### config.mk
export PLATFORM = sky130hd
export DESIGN_NAME = ps2_host_tx
export DESIGN_NICKNAME = d
export VERILOG_FILES = /design/src/rtl/ps2_host_tx.sv
export SDC_FILE = /design/constraint.sdc
export NUM_CORES = 1
export LEC_CHECK = 0
export BUFFER_PORTS_ARGS = -buffer_cell sky130_fd_sc_hd__buf_2
export CAP_MARGIN = 20
export CORE_ASPECT_RATIO = 2
export CORE_MARGIN = 3
export CORE_UTILIZATION = 64
export CTS_CLUSTER_DIAMETER = 60
export CTS_CLUSTER_SIZE = 8
export DETAILED_ROUTE_END_ITERATION = 10
export MAX_ROUTING_LAYER = met4
export PLACE_DENSITY = 0.81
export SETUP_SLACK_MARGIN = 0.4
export SYNTH_ARGS = -nofsm -noshare
export SYNTH_HDL_FRONTEND = slang
export SYNTH_SLANG_ARGS = --single-unit
export TNS_END_PERCENT = 5
### constraint.sdc
create_clock -name clk -period 5.29 [get_ports clk]
set_clock_uncertainty 0.2 [all_clocks]
set_input_delay 0.529 -clock clk [delete_from_list [all_inputs] [get_ports clk]]
set_output_delay 0.529 -clock clk [all_outputs]
set_load 0.005 [all_outputs]
### src/rtl/ps2_host_tx.sv
// ps2_host_tx: PS/2 host-to-device command transmitter over open-drain clock/data lines
module ps2_host_tx #(
    parameter int INHIBIT_CYCLES = 12000,
    parameter int TIMEOUT_CYCLES = 2000000,
    parameter int FILTER_LEN     = 8
) (
    input  logic       clk,
    input  logic       rst,
    input  logic [7:0] tx_data,
    input  logic       tx_valid,
    output logic       tx_ready,
    input  logic       ps2_clk_in,
    input  logic       ps2_data_in,
    output logic       ps2_clk_oe,
    output logic       ps2_data_oe,
    output logic       busy,
    output logic       tx_done,
    output logic       tx_error,
    output logic [1:0] err_code
);
    localparam int CW = $clog2((TIMEOUT_CYCLES > INHIBIT_CYCLES ? TIMEOUT_CYCLES : INHIBIT_CYCLES) + 1);
    localparam int FW = $clog2(FILTER_LEN + 1);

    typedef enum logic [2:0] {IDLE, INHIBIT, REQ, SEND, ACK, WAIT_REL, DONE} state_t;

    state_t        state, state_nx;
    logic [1:0]    clk_sync, dat_sync;
    logic          filt_clk, fall, filt_flip;
    logic [FW-1:0] filt_cnt;
    logic [CW-1:0] cnt, cnt_nx;
    logic [3:0]    bit_cnt, bit_cnt_nx;
    logic [8:0]    shreg, shreg_nx;
    logic          data_q, data_q_nx;
    logic [1:0]    err_q;
    logic          tmo, nack;

    assign filt_flip = (clk_sync[1] != filt_clk) && (filt_cnt == FW'(FILTER_LEN - 1));

    // Lines idle high, so the conditioning chain resets to the released level
    always_ff @(posedge clk or negedge rst) begin
        if (!rst) begin
            clk_sync <= 2'b11;
            dat_sync <= 2'b11;
            filt_clk <= 1'b1;
            filt_cnt <= '0;
            fall     <= 1'b0;
        end else begin
            clk_sync <= {clk_sync[0], ps2_clk_in};
            dat_sync <= {dat_sync[0], ps2_data_in};
            filt_cnt <= (clk_sync[1] == filt_clk || filt_flip) ? '0 : filt_cnt + 1'b1;
            filt_clk <= filt_flip ? clk_sync[1] : filt_clk;
            fall     <= filt_flip & filt_clk;
        end
    end

    always_ff @(posedge clk or negedge rst) begin
        if (!rst) begin
            state   <= IDLE;
            cnt     <= '0;
            bit_cnt <= '0;
            shreg   <= '0;
            data_q  <= 1'b0;
            err_q   <= 2'b00;
        end else begin
            state   <= state_nx;
            cnt     <= cnt_nx;
            bit_cnt <= bit_cnt_nx;
            shreg   <= shreg_nx;
            data_q  <= data_q_nx;
            err_q   <= err_code;
        end
    end

    always_comb begin
        state_nx   = state;
        cnt_nx     = cnt;
        bit_cnt_nx = bit_cnt;
        shreg_nx   = shreg;
        data_q_nx  = data_q;
        nack       = 1'b0;
        tmo        = (state == SEND || state == ACK || state == WAIT_REL) && cnt == CW'(TIMEOUT_CYCLES);
        case (state)
            IDLE: begin
                if (tx_valid) begin
                    state_nx   = INHIBIT;
                    cnt_nx     = '0;
                    bit_cnt_nx = '0;
                    shreg_nx   = {~^tx_data, tx_data};
                end
            end
            INHIBIT: begin
                cnt_nx   = (cnt == CW'(INHIBIT_CYCLES - 1)) ? '0 : cnt + 1'b1;
                state_nx = (cnt == CW'(INHIBIT_CYCLES - 1)) ? REQ : INHIBIT;
            end
            REQ: begin
                state_nx  = SEND;
                cnt_nx    = cnt + 1'b1;
                data_q_nx = 1'b1;
            end
            SEND: begin
                cnt_nx = cnt + 1'b1;
                // Ones shift in from the top so the tenth edge presents the stop bit
                if (fall) begin
                    data_q_nx  = ~shreg[0];
                    shreg_nx   = {1'b1, shreg[8:1]};
                    bit_cnt_nx = bit_cnt + 1'b1;
                    state_nx   = (bit_cnt == 4'd9) ? ACK : SEND;
                end
            end
            ACK: begin
                cnt_nx = cnt + 1'b1;
                if (fall) begin
                    nack     = dat_sync[1];
                    state_nx = dat_sync[1] ? IDLE : WAIT_REL;
                end
            end
            WAIT_REL: begin
                cnt_nx   = cnt + 1'b1;
                state_nx = (filt_clk && dat_sync[1]) ? DONE : WAIT_REL;
            end
            DONE:    state_nx = IDLE;
            default: state_nx = IDLE;
        endcase
        if (tmo) state_nx = IDLE;
    end

    assign tx_ready    = state == IDLE;
    assign busy        = state != IDLE;
    assign ps2_clk_oe  = state == INHIBIT || state == REQ;
    assign ps2_data_oe = state == REQ || (state == SEND && data_q && !tmo);
    assign tx_done     = state == DONE;
    assign tx_error    = tmo | nack;
    assign err_code    = tmo ? 2'b01 : nack ? 2'b10 : err_q;
endmodule

==> results.cfg <==
[route]
drt_first_iter_violations = 71
drtAntennaViolNets = 0
route.detailed.drc = 0
wl_per_cell_um = 16.2
wirelength_mm = 6.08
avgViaCountPerCell = 6.24
num_vias = 2340
drtPass1Iterations = 4

[worst_setup_path]
rr_worst_depth = 5
required_ns = 4.56
cp_top_family = simple AND/OR/NAND/NOR gates
critPathLaunchType = flop
cp_common_cell = nand2_1
reg2reg_slack_ns = 2.60
path_cells = nor2b_1 -> nand2_1 -> a2111o_1 -> nand2_1 -> a21oi_1 -> buf_2
crit_path_end_kind = output port
slowest_stage = dfrtp_1
crit_arrival_ns = 2.20
r2r_start = cnt[15]
crit_type = flop to output port
crit_buf_inv = 1
cp_slowest_stage_delay_ns = 0.54
crit_path_max_fanout = 11
r2r_end = cnt[13]

[clock_tree]
hold_buffers = 0
clk_pin_slew_ns = 0.09
clock-sinks = 50
clockBufferDepth = 2
cts_buffers = 5
cts_resized = 0
cts_max_level = 2
insertion_delay_ns = 0.30
root_buffer = clkbuf_8
cts_tree = yes
cts_setup_buffers = 0

[place]
post-place-ws_ns = 2.59
gp_congestion = 0.930
hpwl_mm = 4.29
dpl_cell_area_sq_um = 2860
io_buffers = 20

[timing]
relSlewSlack = 0.566
layout_setup_ws_ns = 2.36
fmax_mhz = 342
min_period_ns = 2.93
final.period_utilization = 0.554
tightest_slew_ns = 0.650
final.setup.tns_ns = 0
maxSlewViolCount = 0
hold_violations = 0
fin_hold_ws_ns = 0.119
setup_viol = 0
rsz0062_at_grt = no

[synthesis]
netlist_area_sq_um = 2750
synth_top_area_share = 0.409
synth_cells = 307
seq_area_frac_synth = 0.457
async_flop_share = 1.00
synth-edff-count = 0
syn_nets = 325
yosys_warnings = 0
synth_seq_cells = 50
synth_cell_types = 50
syn_area_per_cell_sq_um = 8.97
synth_largest_area_cell = dfrtp_1
ys.flop_type = dfrtp_1
synth.area.top_cells = dfrtp_1 (41%), xnor2_1 (5.7%), nand2_1 (5.0%)

[finish]
drive_gt1_frac = 0.133
diodes = 0
fin_util = 0.720
fin_nets = 340
area_growth_pct = 8.00
fin_area_sq_um = 2970
n_fill_cell = 335

[floorplanning]
rows = 33
die_h_um = 98.7
dieArea_sq_um = 5170
core_area_sq_um = 4130
start_util = 0.667
pin_count = 21
die_x_um = 52.4

[grt]
grt_antenna_before_repair = 0
grt_pass1_vias = 2384
grt.overflow.total = 0
use_met3 = 0.0378
grt.total_usage = 0.264
busiest_layer = met2
use_met2 = 0.456
grt_start_max_net_pins = 51
met1_usage = 0.285
grt_pass1_wl_mm = 10.4

[min_path]
min_to = dat_sync[0]
holdCritPathClass = input port to flop
hold_depth = 1
min-delay-start = ps2_data_in

[power_and_ir_drop]
powerDensity_nw_per_um2 = 376
p_leak_nw = 1.26
vdd_drop_max_mv = 0.241

[job]
cap_viol_max_count = 0

[outcome]
outcome = finished, final reports clean
-- cell usage in the layout (no fill, tap or decap), types with 4 or more instances in the layout --
cell type  instances
dfrtp_1           45
nand2_1           37
a21oi_1           23
o21ai_0           23
inv_1             20
buf_2             20
xnor2_1           18
nor2_1            17
nand3_1           15
o22ai_1           11
nor3_1             9
o211ai_1           6
and3_1             5
nor4_1             5
ha_1               5
dfstp_2            5
clkbuf_8           5
nand2b_1           4
and2_1             4
-- logic make-up (layout without fill, tap and decap cells) --
family                   count (synthesis)  in the layout  synth area share
AO/OA/AOI/OAI                           78             78             0.170
XOR/XNOR                                19             19            0.0605
adder cells (fa/ha/maj)                  5              5            0.0227
buffers and inverters                   34             50            0.0482
flip-flops                              50             50             0.457
multiplexers                             3              3            0.0118
AND/OR/NAND/NOR                        118            118             0.230
-- synth_stat cells (all sizes together), types with 9 or more instances --
cell,instances
nor3,9
xnor2,18
inv,20
nand3,15
dfrtp,45
o22ai,11
nand2,37
o21ai,24
a21oi,24
clkbuf,12
nor2,18
-- power breakdown --
group | internal [mW] | leakage (nW) | total, mW | switching (mW)
Clock | 0.0919 | 0.0450 | 0.215 | 0.123
Sequential | 0.461 | 0.636 | 0.547 | 0.0853
Combinational | 0.142 | 0.582 | 0.357 | 0.215
-- worst max-delay path by stage --
stage              from     endpoint  slack, ns  cells after the start
2_1_floorplan   cnt[15]     state[0]       3.05                      5
3_5_place_dp    cnt[15]      cnt[13]       2.59                      5
4_1_cts          cnt[0]  ps2_data_oe       2.37                      8
5_1_grt        state[1]  ps2_data_oe       2.22                      6
3_3_place_gp    cnt[15]      cnt[12]       2.65                      5
6_report       state[1]  ps2_data_oe       2.36                      6
-- state kept, by name (all words and copies together), names as in the netlist, 2 cells and up --
register,flops
bit_cnt,4
clk_sync,2
cnt,21
dat_sync,2
filt_cnt,4
shreg,9
err_q,2
state,3
-- stage by stage --
stage	total power, mW	instances
after floorplan	0.808	307
after global placement	0.898	365
after detailed placement	0.908	365
after CTS	1.12	373
after global routing	1.20	375
final	1.12	375
-- area by class of cell --
| type | instances | area (sq um) | area share |
|---|---|---|---|
| Inverter | 20 | 75.1 | 0.0253 |
| Clock inverter | 2 | 10.0 | 0.00337 |
| Multi-Input combinational cell | 223 | 1360 | 0.458 |
| Clock buffer | 6 | 72.6 | 0.0244 |
| Timing Repair Buffer | 22 | 130 | 0.0438 |
| Sequential cell | 50 | 1260 | 0.423 |
| Tap cell | 52 | 65.1 | 0.0219 |
-- per-layer routing --
| layer | share of wire | up-vias |
|---|---|---|
| met3 | 0.031 | 18 |
| met2 | 0.56 | 57 |
| met5 | 0 | - |
| met1 | 0.38 | 1154 |
| li1 | - | 1111 |
| met4 | 0.029 | 0 |
Power figures use the tool's default switching activity.
